`src/rtl/demux4_regbank_if.sv`:
```
// -----------------------------------------------------------------------------
// demux4_regbank_if
//   Write-request interface of the 4-way holding-register bank.
//   A requester (master) presents sel/op/din with wr_valid. The bank (slave)
//   answers with wr_ready and a one-cycle done pulse when the request retires.
//   Signals:
//     wr_valid  master->slave  request present on sel/op/din
//     wr_ready  slave->master  bank can accept a request this cycle
//     sel       master->slave  target register index 0..3
//     op        master->slave  00 NOP, 01 LOAD, 10 INC, 11 DEC
//     din       master->slave  LOAD data (WIDTH bits)
//     done      slave->master  request retired, q updated this cycle
// -----------------------------------------------------------------------------
interface demux4_regbank_if #(
  parameter int WIDTH = 13
);
  logic             wr_valid;
  logic             wr_ready;
  logic [1:0]       sel;
  logic [1:0]       op;
  logic [WIDTH-1:0] din;
  logic             done;

  modport master (
    output wr_valid, sel, op, din,
    input  wr_ready, done
  );

  modport slave (
    input  wr_valid, sel, op, din,
    output wr_ready, done
  );
endinterface

```
`src/rtl/demux4_regbank.sv`:
```
// -----------------------------------------------------------------------------
// demux4_regbank
//   Write-side counterpart of the 4-way operand mux. One request (sel, op, din)
//   is accepted in IDLE, then applied as a read-modify-write (NOP, LOAD, +1,
//   -1, modulo 2^WIDTH) to one of four holding registers in the EXEC cycle.
//   Ports:
//     clk        system clock, rising edge
//     rst_n      asynchronous active-low reset
//     bus        request interface (slave side): wr_valid/wr_ready, sel, op,
//                din, done
//     q_0..q_3   registered holding register contents
//     zero       zero[i] = (q_i == 0)
// -----------------------------------------------------------------------------
module demux4_regbank #(
  parameter int               WIDTH     = 13,
  parameter logic [WIDTH-1:0] RESET_VAL = '0
) (
  input  logic                 clk,
  input  logic                 rst_n,
  demux4_regbank_if.slave      bus,
  output logic [WIDTH-1:0]     q_0,
  output logic [WIDTH-1:0]     q_1,
  output logic [WIDTH-1:0]     q_2,
  output logic [WIDTH-1:0]     q_3,
  output logic [3:0]           zero
);

  typedef enum logic {
    IDLE = 1'b0,
    EXEC = 1'b1
  } state_t;

  localparam logic [1:0] OP_NOP  = 2'b00;
  localparam logic [1:0] OP_LOAD = 2'b01;
  localparam logic [1:0] OP_INC  = 2'b10;
  localparam logic [1:0] OP_DEC  = 2'b11;

  state_t           state_q, state_d;
  logic [1:0]       sel_q, sel_d;
  logic [1:0]       op_q, op_d;
  logic [WIDTH-1:0] din_q, din_d;
  logic             done_q, done_d;
  logic [WIDTH-1:0] reg_q [4];
  logic [WIDTH-1:0] reg_d [4];
  logic [WIDTH-1:0] result;

  // State register plus captured request, holding registers and done flop.
  // Reset drops any in-flight request so it can never produce done.
  always_ff @(posedge clk or negedge rst_n) begin
    if (!rst_n) begin
      state_q <= IDLE;
      sel_q   <= '0;
      op_q    <= '0;
      din_q   <= '0;
      done_q  <= 1'b0;
      for (int i = 0; i < 4; i++) reg_q[i] <= RESET_VAL;
    end else begin
      state_q <= state_d;
      sel_q   <= sel_d;
      op_q    <= op_d;
      din_q   <= din_d;
      done_q  <= done_d;
      for (int i = 0; i < 4; i++) reg_q[i] <= reg_d[i];
    end
  end

  // Result of the captured operation on the selected register; the +1/-1
  // wrap naturally at WIDTH bits.
  always_comb begin
    result = reg_q[sel_q];
    case (op_q)
      OP_NOP:  result = reg_q[sel_q];
      OP_LOAD: result = din_q;
      OP_INC:  result = reg_q[sel_q] + WIDTH'(1);
      OP_DEC:  result = reg_q[sel_q] - WIDTH'(1);
      default: result = reg_q[sel_q];
    endcase
  end

  // Next-state logic. sel/op/din are captured only on the accepting edge,
  // so bus changes during EXEC are ignored; the write happens on leaving EXEC
  // and done is registered so it lines up with the new q value.
  always_comb begin
    state_d = state_q;
    sel_d   = sel_q;
    op_d    = op_q;
    din_d   = din_q;
    done_d  = 1'b0;
    for (int i = 0; i < 4; i++) reg_d[i] = reg_q[i];
    case (state_q)
      IDLE: begin
        if (bus.wr_valid) begin
          sel_d   = bus.sel;
          op_d    = bus.op;
          din_d   = bus.din;
          state_d = EXEC;
        end
      end
      EXEC: begin
        reg_d[sel_q] = result;
        done_d       = 1'b1;
        state_d      = IDLE;
      end
      default: state_d = IDLE;
    endcase
  end

  // Output logic: ready only in IDLE, so a request held during EXEC is not
  // accepted until the cycle after the write.
  always_comb begin
    bus.wr_ready = (state_q == IDLE);
    bus.done     = done_q;
  end

  assign q_0  = reg_q[0];
  assign q_1  = reg_q[1];
  assign q_2  = reg_q[2];
  assign q_3  = reg_q[3];
  assign zero = {(reg_q[3] == '0), (reg_q[2] == '0),
                 (reg_q[1] == '0), (reg_q[0] == '0)};

endmodule

```
`src/flat_wrapper.sv`:
```
// flat-port wrapper written by rule: the top's interface ports become plain ports
module demux4_regbank_flat 
#(
  parameter int               WIDTH     = 13,
  parameter logic [WIDTH-1:0] RESET_VAL = '0
)
  (clk, rst_n, q_0, q_1, q_2, q_3, zero, bus_wr_valid, bus_sel, bus_op, bus_din, bus_wr_ready, bus_done);
  demux4_regbank_if #(.WIDTH(WIDTH)) bus_i ();
  input  logic clk;
  input  logic rst_n;
  output logic [WIDTH-1:0] q_0;
  output logic [WIDTH-1:0] q_1;
  output logic [WIDTH-1:0] q_2;
  output logic [WIDTH-1:0] q_3;
  output logic [3:0] zero;
  input wire logic [$bits(bus_i.wr_valid)-1:0] bus_wr_valid;
  input wire logic [$bits(bus_i.sel)-1:0] bus_sel;
  input wire logic [$bits(bus_i.op)-1:0] bus_op;
  input wire logic [$bits(bus_i.din)-1:0] bus_din;
  output wire logic [$bits(bus_i.wr_ready)-1:0] bus_wr_ready;
  output wire logic [$bits(bus_i.done)-1:0] bus_done;
  assign bus_i.wr_valid = bus_wr_valid;
  assign bus_i.sel = bus_sel;
  assign bus_i.op = bus_op;
  assign bus_i.din = bus_din;
  assign bus_wr_ready = bus_i.wr_ready;
  assign bus_done = bus_i.done;
  demux4_regbank #(.WIDTH(WIDTH), .RESET_VAL(RESET_VAL)) u_core (.clk(clk), .rst_n(rst_n), .bus(bus_i), .q_0(q_0), .q_1(q_1), .q_2(q_2), .q_3(q_3), .zero(zero));
endmodule
```
`config.mk`:
```
export PLATFORM = sky130hd
export DESIGN_NAME = demux4_regbank_flat
export DESIGN_NICKNAME = d
export VERILOG_FILES = /design/src/rtl/demux4_regbank_if.sv /design/src/rtl/demux4_regbank.sv /design/src/flat_wrapper.sv
export SDC_FILE = /design/constraint.sdc
export NUM_CORES = 1
export LEC_CHECK = 0
export ABC_AREA = 1
export BUFFER_PORTS_ARGS = -buffer_cell sky130_fd_sc_hd__clkbuf_2
export CORE_MARGIN = 4
export CORE_UTILIZATION = 35
export DETAILED_ROUTE_END_ITERATION = 8
export PLACE_DENSITY_LB_ADDON = 0.25
export REMOVE_ABC_BUFFERS = 1
export SLEW_MARGIN = 10
export SYNTH_ARGS = -nofsm -noshare
export SYNTH_HDL_FRONTEND = slang
export SYNTH_SLANG_ARGS = --single-unit
```
`constraint.sdc`:
```
create_clock -name clk -period 4.25 [get_ports clk]
set_clock_uncertainty 0.05 [all_clocks]
set_input_delay 0.425 -clock clk [delete_from_list [all_inputs] [get_ports clk]]
set_output_delay 0.425 -clock clk [all_outputs]
set_load 0.005 [all_outputs]
```
; Yosys cells after proc, flatten, opt, wreduce, memory -nomap -nowiden
; Index checks and enable logic that the tools add are counted.
[op_classes]
n_addsub = 2
order_cmp = 2
eq_ne = 3
n_mux = 10
n_bitwise = 2
reduce_logical = 7
[ops]
columns = operator, count
row1 = $bwmux 52, 1
row2 = $logic_not 13->1, 4
row3 = $pmux 13 s4, 1
row4 = $mux 13, 3
row5 = $bmux 13 s2, 1
row6 = $demux 13 s2, 1
row7 = $add 13x1->13 const B, 1
row8 = $sub 13x1->13 const B, 1
row9 = $eq 2x2->1 const B, 2
row10 = $ge 3x3->1 const B, 1
row11 = $lt 3x1->1 const B, 1
row12 = $not 2->3, 1
row13 = $eq 2x1->1 const B, 1
row14 = $logic_not 2->1, 1
row15 = $mux 1, 2
row16 = $pmux 1 s2, 1
row17 = $reduce_and 2->1, 1
row18 = $logic_and 1x1->1, 1
row19 = $not 1->1, 1
[word_totals]
ff_bits = 71
input_bits = 20
output_inout_bits = 58
wordCells = 35

; Depth between registers and ports, before layout
; Gate-level depths: netlist of the first run.
[logic_depth]
ltp_word = 7
depth_mapped = 18
ltp_nobuf = 17

; Least setup slack after synthesis of the first run
; No wires, ideal clock.
[synth_timing]
path_kind = reg-to-reg
start = register u_core.sel_q[0]
end = register u_core.reg_q (netlist bit u_core.q_1[10])
setup_ns = 0.117
arrival_time_ns = 2.429
t_required_ns = 4.083
path_slack_ns = 1.654
stages_incl_launch_ff = 18
path_buffers = 0
period_less_slack_ns = 2.596
path_cell_list = dfrtp_1 nor2_2 inv_1 o22ai_1 a21oi_1 o21ai_1 inv_1 fa_1 o21ai_0 nand2_1 nand2_1 nand2_1 nand2_1 nand2_1 nand3_1 nand2_2 nand2_1 nand2_1
[synth_via]
elab_chain_len = 7
word_cells_on_any_way = 13
cone_classes = add/sub (2) / order compare (2) / mux (7) / bitwise (1) / reduce/logical (1)
[synth_rtl]
columns = element, line
row1 = from (decl), demux4_regbank.sv:39  ; logic [1:0] sel_q, sel_d;
row2 = from (signal assigned), demux4_regbank.sv:59  ; sel_q <= sel_d;
row3 = $not 2->3 *, n/a
row4 = $bmux 13 s2, n/a
row5 = $mux 13 (implied by the code) (2 in a row), "demux4_regbank.sv:72, demux4_regbank.sv:74, demux4_regbank.sv:75"
row6 = $sub 13x1->13 / $add 13x1->13 (equally long branches), "demux4_regbank.sv:75, demux4_regbank.sv:74"
row7 = $pmux 13 s4, demux4_regbank.sv:71  ; case (op_q)
row8 = $bwmux 52 *, demux4_regbank.sv:100  ; reg_d[sel_q] = result;
row9 = to (decl), demux4_regbank.sv:43  ; logic [WIDTH-1:0] reg_q [4];
; Mark *: on every way between the ends. The rest lies on a longest branch, timed or not. The select of a mux whose other input is x is not followed.
; A chain may end at the register's enable or synchronous reset.

; Final worst setup path of the first run
[layout_timing]
start = register u_core.sel_q[0]
end = register u_core.reg_q (netlist bit u_core.q_3[6])
; The elaborated chain is that of the path after synthesis.

==> impl_metrics.tcl, run 1 <==
set metrics [dict create \
    insertedDiodeCount 0 \
    post-route-drc-count 0 \
    path_common_cell "sky130_fd_sc_hd__nand2_1" \
    finish.net_count 654 \
    max-clock-path-buffers 2 \
    die_area_sq_um 13500 \
    io-pin-count 78 \
    crit_required_ps 4360 \
    post_synth_instance_area_sq_um 4080 \
    rr_worst_depth 16 \
    globalRouteTotalUtil 0.188 \
    place.detailed.hpwl_mm 9.40 \
    antenna_violations_before_repair 0 \
    rsz0062_at_grt "false" \
    core_region_area_sq_um 11400 \
    async_reset_ff_frac 1.00 \
    combinationalPowerShare 0.409 \
    cts_tree "built" \
    postCtsResizedCells 0 \
    slew_headroom 0.250 \
    period_needed_ps 3180 \
    synth_enable_flop_cells 0 \
    critPathSlowestCell "sky130_fd_sc_hd__dfrtp_1" \
    ys_warn_count 0 \
    grt_pass1_wl_mm 19.7 \
    mostFrequentLayoutCells "243 x sky130_fd_sc_hd__nand2_1, 76 x sky130_fd_sc_hd__clkbuf_2, 71 x sky130_fd_sc_hd__dfrtp_1" \
    vias_in_the_first_global_route 3699 \
    synth_seq_cells 71 \
    hold_buffers 0 \
    power.share.switching 0.417 \
    grt-ovfl-total 0 \
    timing.hold.ws_ps 91.9 \
    rows 39 \
    worstSetupPathDepth 16 \
    via_count 3882 \
    clk_latency_ps 330 \
    crit_share_post_route 0.748 \
    final_common_cell "sky130_fd_sc_hd__nand2_1" \
    pwr-share-seq 0.364 \
    crit_path_max_fanout 12 \
    layout-drive-gt1-share 0.211 \
    drt_wl_cell_um 15.7 \
    clkSlewWorstSetupHoldPaths_ps 60 \
    clock_tree.root_cell "sky130_fd_sc_hd__clkbuf_16" \
    synth_cells 544 \
    gpl.final_weighted_congestion 0.941 \
    syn-mean-instance-area_sq_um 7.51 \
    crit_path_max_incr_delay_ps 470 \
    cts_made_buffers 9 \
    cpLargestDelayFamily "compound AO/OA/AOI/OAI gates" \
    vias_per_cell 5.04 \
    p_int_mw 1.95 \
    static-leakage-power_nw 2.65 \
    crit_buf_inv 3 \
    cts_setup_buffers 0 \
    hold_viol_final 0 \
    seq_area_frac_synth 0.435 \
    htreeDepth 3 \
    die_width_um 116 \
    final_antenna_net_count 0 \
    clkSinkCount 71 \
    worst_pin_slew_ps 1120 \
    vdd_drop_max_mv 0.242 \
    number_of_port_buffers 77 \
    worstSetupEndpointType "flip-flop" \
    floorplan.die.height_um 116 \
    finalMaxSlewViolations 0 \
    ys_flop_type "sky130_fd_sc_hd__dfrtp_1" \
    drt-initial-drc-count 296 \
    worst_ep_arrival_time_ps 3290 \
    area_delta_synth_final_pct 20.1 \
    drt-pass1-iter-count 5 \
    cp-start-kind "flip-flop" \
    setup_violations 0 \
    final.setup.tns_ps 0 \
    synthDistinctLibCells 38 \
    share_clk_of_total_power 0.227 \
    power_density_nw_per_um2 682 \
    critical_path.cell_chain "nor2_2 -> buf_4 -> inv_1 -> o22ai_1 -> a21oi_1 -> o21ai_1 -> inv_1 -> fa_1 -> o21ai_0 -> nand2_1 -> nand2_1 -> nand2_1 -> nand3_1 -> nand3_2 -> nand2_1 -> o21ai_0" \
    crit_type "reg -> reg" \
    switching_power_mw 1.40 \
    initial_core_util 0.358 \
    achievable-frequency_mhz 314 \
    postRouteWirelength_mm 12.1 \
    status "finished, final reports clean" \
    worst_hold_path_type "in -> async" \
    grt_max_degree 44 \
    drv.max_cap_violation_count 0 \
]
## state kept, by name, summed over array words and instances, names as in the netlist
name             cells
u_core.q_3          13
u_core.sel_q         2
u_core.state_q       1
u_core.op_q          2
u_core.q_1          13
u_core.q_2          13
u_core.bus.done      1
u_core.din_q        13
u_core.q_0          13
## power by group through the flow
stage / registers (mW) / clock network, mW / logic [mW]
after floorplan: 1.17 / 0 / 0.814
after global placement: 1.22 / 0 / 1.35
after detailed placement: 1.23 / 0 / 1.38
after CTS: 1.22 / 0.778 / 1.38
after global routing: 1.26 / 0.808 / 1.56
final: 1.22 / 0.760 / 1.37
## worst paths after layout
kind	start	end	slack [ps]
max	u_core.sel_q[0]	u_core.q_3[6]	1070
min	rst_n	u_core.q_0[3]	90
max reg2reg	u_core.sel_q[0]	u_core.q_3[6]	1070
min reg2reg	u_core.state_q	u_core.bus.done	330
max in group asynchronous	rst_n	u_core.q_3[10]	3050
min in group clk	bus_din[7]	u_core.din_q[7]	240
## cells by family after synthesis
family / after synthesis / synth area share
flops: 71 / 0.435
fa+ha+maj: 12 / 0.0386
compound gates: 68 / 0.119
simple gates: 324 / 0.337
buf+inv: 68 / 0.0689
xor+xnor: 1 / 0.00214
## metrics by stage
step	worst slack [ps]	utilization	cells	power, mW	area [sq um]
final	1070	0.430	770	3.35	4910
after global routing	615	0.430	770	3.63	4910
after CTS	1100	0.430	770	3.38	4910
after detailed placement	1140	0.403	754	2.60	4610
after global placement	1250	0.403	754	2.57	4610
after floorplan	1320	-	528	1.98	4000
## cells in the mapped netlist (2+ instances only)
master                     instances  area (sq um)
sky130_fd_sc_hd__or4_1             2          15.0
sky130_fd_sc_hd__o221ai_1          6          52.6
sky130_fd_sc_hd__nor3_1            3          15.0
sky130_fd_sc_hd__a21oi_1          11          55.1
sky130_fd_sc_hd__buf_2             6          30.0
sky130_fd_sc_hd__nand3_1          23           115
sky130_fd_sc_hd__nand4_1           5          31.3
sky130_fd_sc_hd__nand2_2           9          56.3
sky130_fd_sc_hd__nand3b_1          4          30.0
sky130_fd_sc_hd__nand3_2           7          70.1
sky130_fd_sc_hd__buf_6             2          22.5
sky130_fd_sc_hd__a22oi_1           5          37.5
sky130_fd_sc_hd__inv_2             3          11.3
sky130_fd_sc_hd__a22oi_2          10           125
sky130_fd_sc_hd__o21ai_1           6          30.0
sky130_fd_sc_hd__o21ai_0          22           110
sky130_fd_sc_hd__inv_1            49           184
sky130_fd_sc_hd__nor4_1            6          37.5
sky130_fd_sc_hd__nand2_1         243           912
sky130_fd_sc_hd__nor2_1           18          67.6
sky130_fd_sc_hd__nor2_2            2          12.5
sky130_fd_sc_hd__ha_1             11           138
sky130_fd_sc_hd__clkbuf_1          6          22.5
sky130_fd_sc_hd__dfrtp_1          71          1780
## final cells by class
cell class / instances / area (sq um)
Fill cell: 1191 / 6510
Multi-Input combinational cell: 405 / 2030
Sequential cell: 71 / 1780
Timing Repair Buffer: 83 / 430
Clock buffer: 11 / 243
Inverter: 52 / 195
Tap cell: 143 / 179
Clock inverter: 5 / 56.3
## routing by layer
metal,GRT usage,wire length (um),share of wire
met3,0.0355,714,0.059
met4,0.0572,246,0.020
met1,0.271,5610,0.46
met2,0.288,5510,0.46
met5,0,0,0
No activity file was read; power rests on OpenSTA's default activity.
==> inputs of run 2 (changes only) <==
- ABC_AREA: 1 -> 0
- clock period: 4.25 -> 3.25 ns (I/O delays scaled with it)
==> run 2 against run 1 <==
First-iteration DRC count down 18%. Synthesized cell count shrank 28%. Routed wire length fell by 6.9%. Sequential power increased by 35%. Highest routed layer unchanged. Die area shrank 4.8%. Utilization down 0.052 points. Cell area is 5.2% lower. Sequential cell count did not move. Hold slack better by 38 ps. Power up 33%. Sequential share of layout area increased by 2.0 points. Count of clock-buffer cells in the layout shrank 1.
==> impl_metrics.tcl, run 2 <==
set metrics [dict create \
    status "finished, final reports clean" \
    cts_tree "built" \
    vias_per_cell 5.41 \
    mostFrequentLayoutCells "76 x sky130_fd_sc_hd__clkbuf_2, 70 x sky130_fd_sc_hd__dfrtp_1, 69 x sky130_fd_sc_hd__nand2_1" \
    cpLargestDelayFamily "multiplexers" \
    final.fill_count 1087 \
    via_count 3303 \
    power_density_nw_per_um2 956 \
    clk_latency_ps 350 \
    grt_max_degree 72 \
    cts_made_buffers 9 \
    globalRouteTotalUtil 0.182 \
    area_delta_synth_final_pct 20.1 \
    final_antenna_net_count 0 \
    place.detailed.hpwl_mm 8.35 \
    finalMaxSlewViolations 0 \
    area.sequential_sq_um 1780 \
    rows 38 \
    grt_pass1_wl_mm 18.2 \
    synth_seq_cells 71 \
    setup_violations 0 \
    floorplan.die.height_um 113 \
    io-pin-count 78 \
    initial_core_util 0.357 \
    drt-initial-drc-count 242 \
    share_of_the_synthesized_area_in_the_top_cell_type 0.459 \
    grt-ovfl-total 0 \
    crit_buf_inv 0 \
    post-route-drc-count 0 \
    critical_path.cell_chain "mux4_2 -> ha_1 -> o211ai_1 -> a21oi_1 -> o31a_1 -> nor2_1 -> o21ai_1 -> mux2i_1 -> o21ai_1" \
    worst_pin_slew_ps 956 \
    clkSinkCount 71 \
    worstSetupEndpointType "flip-flop" \
    synth_enable_flop_cells 0 \
    cp-start-kind "flip-flop" \
    crit_required_ps 3400 \
    slew_headroom 0.363 \
    post-layout-total-power_mw 4.45 \
    period_needed_ps 3020 \
    crit_path_max_incr_delay_ps 590 \
    yosys.cell_count.top_type "sky130_fd_sc_hd__dfrtp_1" \
    vias_in_the_first_global_route 3290 \
    ys_warn_count 0 \
    clock_tree.root_cell "sky130_fd_sc_hd__clkbuf_8" \
    critPathSlowestCell "sky130_fd_sc_hd__dfrtp_2" \
    crit_type "reg -> reg" \
    hold_viol_final 0 \
    rr_startpoint "u_core.sel_q[0]" \
    worst_hold_path_type "in -> async" \
    crit_path_start "u_core.sel_q[0]" \
    drv.max_cap_violation_count 0 \
    crit_share_post_route 0.930 \
    core_region_area_sq_um 10800 \
    worst_ep_arrival_time_ps 3170 \
    insertedDiodeCount 0 \
    rsz0062_at_grt "false" \
    gpl.final_weighted_congestion 0.859 \
    final.setup.tns_ps 0 \
    post_dp_cell_area_sq_um 4410 \
    multi_input_comb_area_sq_um 1990 \
    die_area_sq_um 12800 \
    regToRegSetupSlack_ps 230 \
    biggest_area_contributors_in_the_synthesized_netlist "sky130_fd_sc_hd__dfrtp_1 46%, sky130_fd_sc_hd__mux4_2 7.0%, sky130_fd_sc_hd__nand2_1 6.7%, sky130_fd_sc_hd__o21ai_1 5.7%, sky130_fd_sc_hd__mux2_2 4.4%" \
    number_of_port_buffers 77 \
    layout-drive-gt1-share 0.296 \
    synth_cells 389 \
    static-leakage-power_nw 2.17 \
    share_clk_of_total_power 0.192 \
    synth.cells.most_frequent "71 x sky130_fd_sc_hd__dfrtp_1, 69 x sky130_fd_sc_hd__nand2_1, 44 x sky130_fd_sc_hd__o21ai_1" \
    synthDistinctLibCells 41 \
    crit_path_max_fanout 13 \
    postRouteWirelength_mm 11.2 \
    antenna_violations_before_repair 0 \
    max-clock-path-buffers 2 \
    combinationalPowerShare 0.438 \
    post_synth_instance_area_sq_um 3870 \
    syn-mean-instance-area_sq_um 9.96 \
    hold_buffers 0 \
    async_reset_ff_frac 1.00 \
    switching_power_mw 1.84 \
    clkSlewWorstSetupHoldPaths_ps 80 \
    final_common_cell "sky130_fd_sc_hd__clkbuf_2" \
    vdd_drop_max_mv 0.343 \
    p_int_mw 2.61 \
    path_common_cell "sky130_fd_sc_hd__o21ai_1" \
    fin_area_sq_um 4650 \
    pwr-share-seq 0.370 \
    finish.net_count 497 \
    power.share.switching 0.414 \
    synth_top_area_cell "sky130_fd_sc_hd__dfrtp_1" \
    ys_flop_type "sky130_fd_sc_hd__dfrtp_1" \
    htreeDepth 3 \
    achievable-frequency_mhz 331 \
    die_width_um 113 \
    drt-pass1-iter-count 4 \
    drt_wl_cell_um 18.4 \
    seq_area_frac_synth 0.459 \
]
run 2: final cells by class:
cell class	instances	area share
Inverter	5	0.00403
Clock inverter	6	0.0234
Sequential cell	71	0.382
Timing Repair Buffer	86	0.0974
Multi-Input combinational cell	292	0.428
Clock buffer	10	0.0274
Tap cell	140	0.0377
run 2: final timing paths:
path,endpoint,depth (start not counted)
hold reg to reg,u_core.din_q[5],1
hold / removal,u_core.q_0[6],2
min in group clk,u_core.op_q[1],3
setup / recovery,u_core.q_1[12],9
max in group asynchronous,u_core.sel_q[0],2
setup reg to reg,u_core.q_1[12],9
run 2: cells by family after synthesis:
family,synth area share
adders and majority gates,0.0407
xor gates and xnor gates,0.0136
muxes,0.156
and+or+nand+nor,0.149
DFF,0.459
AOI/OAI and AO/OA,0.154
buffers and inverters,0.0281
run 2: metrics by stage:
stage          setup slack [ps]  std cells   util  hold slack, ps
2_1_floorplan               224        368      -           -20.6
3_3_place_gp                145        594  0.407             451
3_5_place_dp               22.9        594  0.407             450
4_1_cts                    21.0        610  0.429             131
5_1_grt                    60.6        610  0.429             151
6_report                    228        610  0.429             130
run 2: metal layers:
layer / wire, um / part of all wire / global-route usage / vias to the layer above
met1: 5120 / 0.46 / 0.259 / 1626
met3: 541 / 0.048 / 0.0283 / 21
li1: - / - / - / 1559
met4: 262 / 0.023 / 0.0793 / 0
met2: 5320 / 0.47 / 0.277 / 97
met5: 0 / 0 / 0 / -
run 2: power by group through the flow:
stage	Sequential [mW]	Combinational [mW]	Clock, mW
finish	1.65	1.95	0.855
global route	1.70	2.17	0.902
CTS	1.64	1.95	0.865
detailed placement	1.65	1.94	0
global placement	1.65	1.91	0
floorplan	1.56	1.17	0
run 2: worst reg2reg max path: cells and delay by family (launching register included):
family	cells	cell delay, ps
simple gates	1	180
flops	1	590
mux	2	920
fa+ha+maj	1	350
compound gates	5	790
run 2: what timing repair did:
item                       CTS  global route
setup endpoints to repair    0            25
buffers inserted             0             0
gates resized for setup      0             1
==> inputs of run 3 (changes only) <==
- GPL_TIMING_DRIVEN: not set -> 0
==> run 3 against run 2 <==
Register-to-register slack lost 60 ps. Setup slack lost 61 ps. Sequential power is essentially flat. First-iteration DRC count shrank 29%. Cell count grew 0.16%. Combinational power shrank 3%. Clock power shrank 12%. Die area is the same. Via count shrank 3.0%. Largest cell class unchanged. Sequential cell count is the same.
==> impl_metrics.tcl, run 3 (synthesis gave the netlist of run 2 again) <==
set metrics [dict create \
    place_worst_setup_slack_ps -393 \
    post-layout-total-power_mw 4.30 \
    critPathSlowestCell "sky130_fd_sc_hd__dfrtp_4" \
    finish.net_count 498 \
    clock_tree.root_cell "sky130_fd_sc_hd__clkbuf_8" \
    cts_tree "built" \
    grt-ovfl-total 0 \
    finalMaxSlewViolations 0 \
    rows 38 \
    postRouteWirelength_mm 10.5 \
    clkSinkCount 71 \
    layout_setup_ws_ps 167 \
    stdcell_count 611 \
    place.detailed.hpwl_mm 7.99 \
    power_density_nw_per_um2 917 \
    critical_path.cell_chain "mux2_4 -> o21ai_1 -> fa_1 -> nand2b_1 -> a21oi_2 -> o31a_1 -> nor2_1 -> o21ai_1 -> mux2i_2 -> buf_4 -> o21ai_1" \
    cp-start-kind "flip-flop" \
    crit_required_ps 3400 \
    core_region_area_sq_um 10800 \
    drv.max_cap_violation_count 0 \
    number_of_port_buffers 77 \
    mostFrequentLayoutCells "76 x sky130_fd_sc_hd__clkbuf_2, 69 x sky130_fd_sc_hd__nand2_1, 67 x sky130_fd_sc_hd__dfrtp_1" \
    fin_util 0.432 \
    final.fill_count 1083 \
    drt_wl_cell_um 17.2 \
    drt-initial-drc-count 172 \
    slew_headroom 0.362 \
    crit_buf_inv 1 \
    initial_core_util 0.357 \
    grt_pass1_wl_mm 17.0 \
    final_common_cell "sky130_fd_sc_hd__clkbuf_2" \
    path_common_cell "sky130_fd_sc_hd__o21ai_1" \
    insertedDiodeCount 0 \
    regToRegSetupSlack_ps 170 \
    worst_ep_arrival_time_ps 3230 \
    clkSlewWorstSetupHoldPaths_ps 70 \
    crit_type "reg -> reg" \
    multi_input_comb_area_sq_um 2000 \
    vdd_drop_max_mv 0.282 \
    max-clock-path-buffers 2 \
    status "finished, final reports clean" \
    grt_max_degree 52 \
    die_area_sq_um 12800 \
    period_needed_ps 3080 \
    crit_share_post_route 0.949 \
    cts_made_buffers 9 \
    drt-pass1-iter-count 4 \
    area_delta_synth_final_pct 21.0 \
    hold_viol_final 0 \
    io-pin-count 78 \
    rsz0062_at_grt "false" \
    worst_hold_path_type "in -> reg" \
    crit_path_max_incr_delay_ps 610 \
    achievable-frequency_mhz 324 \
    die_width_um 113 \
    clk_latency_ps 350 \
    antenna_violations_before_repair 0 \
    htreeDepth 3 \
    setup_violations 0 \
    via_count 3204 \
    area.sequential_sq_um 1790 \
    worst_pin_slew_ps 954 \
    crit_path_max_fanout 21 \
    vias_per_cell 5.24 \
    cpLargestDelayFamily "compound AO/OA/AOI/OAI gates" \
    vias_in_the_first_global_route 3133 \
    static-leakage-power_nw 2.17 \
    gpl.final_weighted_congestion 0.836 \
    worstSetupEndpointType "flip-flop" \
    final_antenna_net_count 0 \
    final.setup.tns_ps 0 \
    layout-drive-gt1-share 0.304 \
    globalRouteTotalUtil 0.170 \
    post_placement_cell_count 587 \
    post-route-drc-count 0 \
    floorplan.die.height_um 113 \
]
==> run 3: changes by cell type in the layout (fill, tap and decap cells not counted), moves of 2 or more <==
cell                        previous run  this run
sky130_fd_sc_hd__clkinv_2              2         0
sky130_fd_sc_hd__buf_4                 9         7
sky130_fd_sc_hd__dfrtp_4               0         4
sky130_fd_sc_hd__bufinv_16             3         1
sky130_fd_sc_hd__dfrtp_1              70        67
sky130_fd_sc_hd__clkbuf_8              9        12
==> run 3: worst min-delay path, stage by stage <==
cell	delay, ps
sky130_fd_sc_hd__clkbuf_2	80
sky130_fd_sc_hd__nand2_1	30
sky130_fd_sc_hd__o21ai_0	60
==> run 3: cell type report <==
| class | instances | area share |
|---|---|---|
| Tap cell | 140 | 0.0374 |
| Timing Repair Buffer | 87 | 0.105 |
| Clock inverter | 2 | 0.00801 |
| Multi-Input combinational cell | 292 | 0.426 |
| Clock buffer | 14 | 0.0368 |
| Sequential cell | 71 | 0.382 |
| Inverter | 5 | 0.00400 |
==> run 3: path summary, 6_finish.rpt <==
kind,startpoint,to,depth (start not counted)
setup / recovery,u_core.sel_q[1],u_core.q_0[12],11
hold / removal,bus_sel[0],u_core.sel_q[0],3
setup reg to reg,u_core.sel_q[1],u_core.q_0[12],11
hold reg to reg,u_core.din_q[5],u_core.din_q[5],1
max in group asynchronous,rst_n,u_core.din_q[4],3
min in group asynchronous,rst_n,u_core.q_3[1],2
==> run 3: per-stage QoR <==
step / hold slack [ps] / instance area (sq um)
floorplan: -20.6 / 3780
global placement: 445 / 4340
detailed placement: 232 / 4390
CTS: 115 / 4620
global route: 128 / 4690
finish: 132 / 4690
==> run 3: per-layer routing <==
| metal | wire length, um | global-route usage | up-vias |
|---|---|---|---|
| met4 | 157 | 0.0697 | 0 |
| met1 | 4930 | 0.241 | 1561 |
| met5 | 0 | 0 | - |
| li1 | - | - | 1557 |
| met3 | 398 | 0.0251 | 10 |
| met2 | 5030 | 0.261 | 76 |
==> run 3: timing repair <==
action / in CTS / in global routing
hold buffers: 1 / 0
pin swaps: 0 / 0
setup endpoints to repair: 32 / 16
hold endpoints to repair: 20 / 0
gates resized for setup: 6 / 5
buffers inserted: 0 / 7
==> run 3: power breakdown <==
part | leakage (nW) | switching (mW) | internal (mW)
logic | 1.19 | 1.01 | 0.889
clock network | 0.103 | 0.332 | 0.419
registers | 0.877 | 0.433 | 1.22
total | 2.17 | 1.77 | 2.53
